File: src/rtl/motor_timer_pkg.sv
// -----------------------------------------------------------------------------
// motor_timer_pkg
// Shared definitions for the fan/motor timer path.
//   - timer_state_e : 2-bit timer-slot select. The slot mux and the motor FSM
//                     use the same type, so the encodings stay identical.
//   - CNT_W_DEF     : default width of the remaining-seconds counter.
//   - ts_onehot()   : one-hot decode of a slot select (bit0 = slot 1, 000 = off).
// -----------------------------------------------------------------------------
package motor_timer_pkg;

    typedef enum logic [1:0] {
        TS_OFF = 2'b00,
        TS_T1  = 2'b01,
        TS_T2  = 2'b10,
        TS_T3  = 2'b11
    } timer_state_e;

    localparam int CNT_W_DEF = 10;

    // One-hot view of the active slot. Off decodes to all zeros.
    function automatic logic [2:0] ts_onehot(input timer_state_e ts);
        logic [2:0] oh;
        oh = 3'b000;
        case (ts)
            TS_T1:   oh = 3'b001;
            TS_T2:   oh = 3'b010;
            TS_T3:   oh = 3'b100;
            default: oh = 3'b000;
        endcase
        return oh;
    endfunction

endpackage

File: src/rtl/down_counter_ld.sv
// -----------------------------------------------------------------------------
// down_counter_ld
// CNT_W-bit down counter with synchronous load, clear and decrement enable.
// Priority, highest first: i_reset > i_clear > i_load > i_dec.
// The counter does not wrap. A decrement at zero leaves it at zero.
// Ports:
//   i_clk      clock
//   i_reset    synchronous active-high reset (count -> 0)
//   i_clear    synchronous clear (count -> 0)
//   i_load     load i_load_val
//   i_load_val value to load
//   i_dec      decrement by one (saturates at 0)
//   o_count    current count (registered)
//   o_is_one   high when o_count == 1 (decoded from the register)
// -----------------------------------------------------------------------------
module down_counter_ld #(
    parameter int CNT_W = 10
) (
    input  logic             i_clk,
    input  logic             i_reset,
    input  logic             i_clear,
    input  logic             i_load,
    input  logic [CNT_W-1:0] i_load_val,
    input  logic             i_dec,
    output logic [CNT_W-1:0] o_count,
    output logic             o_is_one
);

    logic [CNT_W-1:0] count_q;
    logic [CNT_W-1:0] count_d;

    always_comb begin
        count_d = count_q;
        if (i_clear) begin
            count_d = '0;
        end else if (i_load) begin
            count_d = i_load_val;
        end else if (i_dec && (count_q != '0)) begin
            count_d = count_q - CNT_W'(1);
        end
    end

    always_ff @(posedge i_clk) begin
        if (i_reset) begin
            count_q <= '0;
        end else begin
            count_q <= count_d;
        end
    end

    assign o_count  = count_q;
    assign o_is_one = (count_q == CNT_W'(1));

endmodule

File: src/rtl/motor_timer_ctrl.sv
// -----------------------------------------------------------------------------
// motor_timer_ctrl
// Timer scheduler for the fan/motor PWM path. A debounced button steps through
// the slots OFF -> T1 -> T2 -> T3 -> OFF while the motor runs. Entering a slot
// loads that slot's preset. The preset counts down on 1 s ticks. On expiry the
// block pulses o_timeout for one cycle and returns to OFF.
// Precedence, highest first: reset > motor off > button > tick.
// Every output is a register or a decode of a register.
// Ports:
//   i_clk          clock
//   i_reset        synchronous active-high reset
//   i_btn_timer    one-cycle pulse: request the next timer slot
//   i_tick_1s      one-cycle pulse once per second
//   i_motor_on     level, high while the motor is running
//   o_time_state   slot select (00 off, 01/10/11 slots 1/2/3)
//   o_time_onehot  one-hot of the active slot, bit0 = slot 1
//   o_remaining    seconds left, 0 when off
//   o_timer_active high when a slot is selected
//   o_timeout      one-cycle pulse on countdown expiry
// -----------------------------------------------------------------------------
module motor_timer_ctrl
    import motor_timer_pkg::*;
#(
    parameter int CNT_W  = CNT_W_DEF,
    parameter int T1_SEC = 60,
    parameter int T2_SEC = 180,
    parameter int T3_SEC = 300
) (
    input  logic             i_clk,
    input  logic             i_reset,
    input  logic             i_btn_timer,
    input  logic             i_tick_1s,
    input  logic             i_motor_on,
    output logic [1:0]       o_time_state,
    output logic [2:0]       o_time_onehot,
    output logic [CNT_W-1:0] o_remaining,
    output logic             o_timer_active,
    output logic             o_timeout
);

    // A preset of zero would never expire. A preset that does not fit in
    // CNT_W bits would be truncated. Both are rejected at elaboration.
    localparam int CNT_MAX = (2 ** CNT_W) - 1;

    if ((T1_SEC < 1) || (T1_SEC > CNT_MAX) ||
        (T2_SEC < 1) || (T2_SEC > CNT_MAX) ||
        (T3_SEC < 1) || (T3_SEC > CNT_MAX)) begin : g_bad_preset
        $error("motor_timer_ctrl: presets must lie in 1..2**CNT_W-1");
    end

    timer_state_e     state_q;
    timer_state_e     state_d;
    logic             timeout_q;
    logic             timeout_d;

    logic             cnt_clear;
    logic             cnt_load;
    logic [CNT_W-1:0] cnt_load_val;
    logic             cnt_dec;
    logic [CNT_W-1:0] cnt_value;
    logic             cnt_is_one;

    down_counter_ld #(
        .CNT_W (CNT_W)
    ) u_counter (
        .i_clk      (i_clk),
        .i_reset    (i_reset),
        .i_clear    (cnt_clear),
        .i_load     (cnt_load),
        .i_load_val (cnt_load_val),
        .i_dec      (cnt_dec),
        .o_count    (cnt_value),
        .o_is_one   (cnt_is_one)
    );

    // State register. The timeout pulse is registered here as well, so it
    // lines up with the edge that returns the state to OFF.
    always_ff @(posedge i_clk) begin
        if (i_reset) begin
            state_q   <= TS_OFF;
            timeout_q <= 1'b0;
        end else begin
            state_q   <= state_d;
            timeout_q <= timeout_d;
        end
    end

    // Next-state logic and counter control.
    always_comb begin
        state_d      = state_q;
        timeout_d    = 1'b0;
        cnt_clear    = 1'b0;
        cnt_load     = 1'b0;
        cnt_load_val = '0;
        cnt_dec      = 1'b0;

        if (!i_motor_on) begin
            // With the motor stopped the timer drops to OFF without a timeout.
            state_d   = TS_OFF;
            cnt_clear = 1'b1;
        end else if (i_btn_timer) begin
            // The button wins over a tick in the same cycle. The tick is
            // dropped, even when it would have expired the count.
            case (state_q)
                TS_OFF: begin
                    state_d      = TS_T1;
                    cnt_load     = 1'b1;
                    cnt_load_val = CNT_W'(T1_SEC);
                end
                TS_T1: begin
                    state_d      = TS_T2;
                    cnt_load     = 1'b1;
                    cnt_load_val = CNT_W'(T2_SEC);
                end
                TS_T2: begin
                    state_d      = TS_T3;
                    cnt_load     = 1'b1;
                    cnt_load_val = CNT_W'(T3_SEC);
                end
                default: begin
                    state_d   = TS_OFF;
                    cnt_clear = 1'b1;
                end
            endcase
        end else if (i_tick_1s && (state_q != TS_OFF)) begin
            cnt_dec = 1'b1;
            if (cnt_is_one) begin
                // The last second has elapsed: go to OFF and pulse timeout.
                state_d   = TS_OFF;
                timeout_d = 1'b1;
            end
        end
    end

    // Output decode of the registers only.
    always_comb begin
        o_time_state   = state_q;
        o_time_onehot  = ts_onehot(state_q);
        o_timer_active = (state_q != TS_OFF);
        o_remaining    = cnt_value;
        o_timeout      = timeout_q;
    end

endmodule

File: config.mk
export PLATFORM = sky130hd
export DESIGN_NAME = motor_timer_ctrl
export DESIGN_NICKNAME = d
export VERILOG_FILES = /design/src/rtl/motor_timer_pkg.sv /design/src/rtl/down_counter_ld.sv /design/src/rtl/motor_timer_ctrl.sv
export SDC_FILE = /design/constraint.sdc
export NUM_CORES = 1
export LEC_CHECK = 0
export BUFFER_PORTS_ARGS = -buffer_cell sky130_fd_sc_hd__buf_2
export CAP_MARGIN = 10
export CORE_AREA = 10 10 59 61
export DETAILED_ROUTE_END_ITERATION = 10
export DIE_AREA = 0 0 69 71
export SETUP_SLACK_MARGIN = 0.02
export SYNTH_ARGS = -nofsm -noshare
export SYNTH_HDL_FRONTEND = slang
export SYNTH_HIERARCHICAL = 1
export SYNTH_SLANG_ARGS = --single-unit
File: constraint.sdc
create_clock -name i_clk -period 2.4 [get_ports i_clk]
set_input_delay 0.48 -clock i_clk [delete_from_list [all_inputs] [get_ports i_clk]]
set_output_delay 0.48 -clock i_clk [all_outputs]
set_load 0.01 [all_outputs]
Word level (Yosys, flattened, before mapping)
Index checks and enable logic that the tools add are counted.
Cells by class
  add/sub/neg operators: 1
  bitwise gates (word level): 2
  eq/ne operators: 4
  reductions and logical operators: 13
  muxes and demuxes: 20
Operator list (count)
  $pmux 9 s3: 1
  $mux 10: 2
  $mux 9: 2
  $eq 10x1->1 const B: 1
  $mux 1: 10
  $reduce_bool 10->1: 1
  $sub 10x1->10 const B: 1
  $pmux 3 s3: 1
  $reduce_bool 2->1: 4
  $mux 2: 3
  $pmux 2 s3: 1
  $eq 2x2->1 const B: 2
  $reduce_or 2->1: 2
  $reduce_or 4->1: 1
  $reduce_or 3->1: 1
  $eq 2x1->1 const B: 1
  $logic_and 1x1->1: 2
  $logic_not 2->1: 1
  $not 1->1: 2
  $reduce_and 2->1: 1
Storage, ports and cells
  output and inout port bits: 17
  input port bits: 5
  word-level logic and storage cells: 43
  register bits after elaboration: 13

Longest topological paths before layout
  word-level depth: 8
  gate-level depth with buffers: 7
  gate-level depth less buffers: 7

Cells and area by module
The synthesis kept the hierarchy.
Modules (own cells, without submodules)
  down_counter_ld: sequential area each 200.2 sq um, cells an instance 76, area each 634.4 sq um, instances 1
  motor_timer_ctrl: sequential area each 60.1 sq um, cells an instance 32, area each 281.5 sq um, instances 1

Worst setup path after synthesis
No wires, ideal clock.
  kind: flip-flop to flip-flop
  start point: register state_q[0], in the netlist o_time_state[0]
  end point: register u_counter.count_q[5], in the netlist u_counter/o_count[5]
  period minus slack after synthesis: 2648 ps
  library setup time: 74 ps
  arrival time: 2574 ps
  data required time: 2326 ps
  path buffers: 0
  cell stages (with the launch flop): 8
  path slack: -248 ps
  cells stage by stage: dfxtp_1 -> inv_1 -> ha_1 -> nor4bb_1 -> nor3b_1 -> nand2_1 -> or4_2 -> a31oi_1
Between the ends
  longest elaborated chain between the ends: 7
  elaborated cells between the ends (all ways): 22
  classes of those cells: 2 x eq/ne; 13 x mux; 7 x reduce/logical
Ends and longest elaborated chain
  from (decl): line motor_timer_ctrl.sv:51  | timer_state_e state_q;
  from (signal assigned): line motor_timer_ctrl.sv:83  | state_q <= state_d;
  $reduce_bool 2->1: line motor_timer_ctrl.sv:125  | end else if (i_tick_1s && (state_q != TS_OFF)) begin
  $logic_and 1x1->1: line motor_timer_ctrl.sv:125
  $mux 1: line motor_timer_ctrl.sv:125
  $mux 1: line motor_timer_ctrl.sv:101  | end else if (i_btn_timer) begin
  $mux 1: line motor_timer_ctrl.sv:97  | if (!i_motor_on) begin
  named net cnt_dec: line motor_timer_ctrl.sv:59  | logic cnt_dec;
  $logic_and 1x1->1: line down_counter_ld.sv:38  | end else if (i_dec && (count_q != '0)) begin
  $reduce_bool 2->1 (no line)
  to (signal assigned): line down_counter_ld.sv:47  | count_q <= count_d;
  to (decl): line down_counter_ld.sv:29  | logic [CNT_W-1:0] count_q;
The timed path passes the listed nets, and every way through them passes these cells.
A chain may end at the register's enable or synchronous reset.

Worst setup path in the final report
  start point: register state_q[1], in the netlist o_time_state[1]
  end point: register u_counter.count_q[5], in the netlist u_counter/o_count[5]
The elaborated chain is that of the path after synthesis.

==> out/metrics.yaml <==
io_buffers: 21
antennaDiodeCount: 0
cts_root_buffer: "clkbuf_4"
die-height_um: 71
drt.antenna.violating_nets: 0
fp.dieW_um: 69
setup_viol: 0
io_pins: 22
htreeDepth: 1
ys_async_sr_fraction: 0
syn_avg_cell_area_um2: 8.48
clk_latency_ns: 0.28
post-place-ws_ns: 0.198
nFillCells: 253
grt_pass1_vias: 836
area_delta_synth_final_pct: 22.5
drtIter0Drc: 26
period_share: 0.897
power_density_nw_per_um2: 411
rows: 18
drv_slew: 0
rsz0062_at_grt: "false"
yosysSeqAreaShare: 0.284
coreArea_um2: 2390
grt_pass1_wl_um: 3840
synthFlopType: "dfxtp_1"
setup_ws_ns: 0.247
cts_tree: "done"
yosysUniqueCellTypes: 43
cts.sinks: 13
dieArea_um2: 4900
antenna_found_initial: 0
fmax_mhz: 464
ys_ff_latch: 13
status: "finished clean"
r2r_setup_slack_ns: 0.25
drtPass1Iterations: 4
synthCells: 108
wire_per_inst_um: 14.5
fin_nets: 150
routed_wl_um: 2400
overflow: 0
grt_max_degree: 19
p_leak_uw: 0.000508
finalCriticalPeriod_ns: 2.15
worst_hold_slack_ns: 0.447
worstReg2RegStart: "o_time_state[1]"
routed_via_density: 5.34
hold_violations: 0
cts_buffer_depth: 2
final_layout_size_suffix_gt1_frac: 0.301
initial_core_util: 0.384
clock_skew_ns: 0.00803
arrival_ns: 2.36
cap_viol_max_count: 0
holdCritStartpoint: "i_reset"
syn_area_um2: 916
crit_path_end_kind: "flip-flop"
ys_warn_count: 6
cp_max_fo: 5
synth_enable_flop_cells: 0
dp_hpwl_um: 1840
start_kind: "flip-flop"
drc_errors: 0
fin_setup_tns_ns: 0
grt_usage: 0.0919
gp_congestion: 0.894
rr_worst_depth: 7
min_to: "u_counter/o_count[0]"
irDropWorstVdd_mv: 0.282
min_path_type: "in2reg"
clk_pin_slew_ns: 0.08
crit_type: "reg2reg"
numCtsBuffers: 3
cp_data_required_time_ns: 2.61
timing.rr.end: "u_counter/o_count[5]"
hold_depth: 2
num_vias: 886
==> cell type report <==
cell class	count	area (um2)	share of cell area
timing repair buffer	25	135	0.120
multi-input combinational	87	636	0.566
clock buffer	4	26.3	0.0234
tap	30	37.5	0.0334
sequential	13	262	0.233
inverter	7	26.3	0.0234
==> kinds of logic (layout without fill, tap and decap cells) <==
logic type / after synthesis / count (layout) / share of synthesized area
compound gates: 29 / 29 / 0.225
other cells: 1 / 4 / 0.00409
fa+ha+maj: 8 / 8 / 0.109
flops: 13 / 13 / 0.284
simple gates: 41 / 41 / 0.268
mux: 3 / 3 / 0.0342
buf+inv: 11 / 36 / 0.0560
xor+xnor: 2 / 2 / 0.0191
==> cells in the mapped netlist, types with 2 or more instances <==
library cell / count / area, um2
o21ai_0: 9 / 45.0
a31oi_1: 3 / 18.8
nor3_1: 4 / 20.0
nor4_1: 2 / 12.5
dfxtp_1: 13 / 260
nor2_1: 6 / 22.5
inv_1: 7 / 26.3
ha_1: 8 / 100
or3_1: 3 / 18.8
o31ai_1: 2 / 15.0
a21oi_1: 7 / 35.0
and3_2: 2 / 15.0
nor3b_1: 2 / 15.0
nand2_1: 8 / 30.0
nand4b_1: 2 / 17.5
mux2i_1: 2 / 20.0
buf_2: 2 / 10.0
==> layer usage <==
metal / track usage / wire (um) / vias to the layer above
li1: - / - / 457
met1: 0.0978 / 1080 / 398
met2: 0.160 / 1130 / 27
met3: 0.0418 / 159 / 4
met4: 0.0268 / 32 / 0
met5: 0 / 0 / -
==> sequential cells by signal, summed over array words and instances, names as in the netlist <==
| signal | cells |
|---|---|
| u_counter/o_count | 10 |
| o_time_state | 2 |
| o_timeout | 1 |
==> metrics by stage <==
step / power (uW) / instances / instance area [um2] / utilization
after floorplan: 301 / 111 / 943 / -
after global placement: 329 / 162 / 1090 / 0.457
after detailed placement: 330 / 162 / 1090 / 0.457
after CTS: 469 / 166 / 1120 / 0.468
after global routing: 493 / 166 / 1120 / 0.470
final: 461 / 166 / 1120 / 0.470
==> repair_timing <==
action                     4_1_cts  5_1_grt
gates resized for setup          0        1
setup buffers                    0        0
hold buffers                     0        0
setup endpoints to repair        0        1
==> critical path: stages (launching register included) <==
cell and delay (ns):
dfxtp_1 0.33, inv_1 0.09, ha_1 0.26, nor4bb_4 0.32
nor3b_2 0.24, nand2_1 0.14, or4_2 0.55, a31oi_1 0.16
==> worst max path at each step <==
stage / start / end
floorplan: o_time_state[1] / u_counter/o_count[5]
global placement: o_time_state[1] / u_counter/o_count[5]
detailed placement: o_time_state[1] / u_counter/o_count[5]
CTS: o_time_state[1] / u_counter/o_count[5]
global route: o_time_state[0] / u_counter/o_count[5]
finish: o_time_state[1] / u_counter/o_count[5]
==> power breakdown <==
group,internal [uW],switching (uW),leakage (uW)
sequential,222,7.16,0.000106
clock,64.5,71.7,0.0000150
combinational,35.7,60.0,0.000387
total,323,139,0.000508
==> cells in the final DEF (no fill, tap or decap), types with 6 or more instances in the layout <==
| cell | Yosys | layout |
|---|---|---|
| a21oi_1 | 7 | 7 |
| buf_2 | 2 | 21 |
| dfxtp_1 | 13 | 12 |
| ha_1 | 8 | 8 |
| inv_1 | 7 | 7 |
| nand2_1 | 8 | 8 |
| nor2_1 | 6 | 6 |
| o21ai_0 | 9 | 9 |
Note: power is estimated with default switching activity, not from simulation.
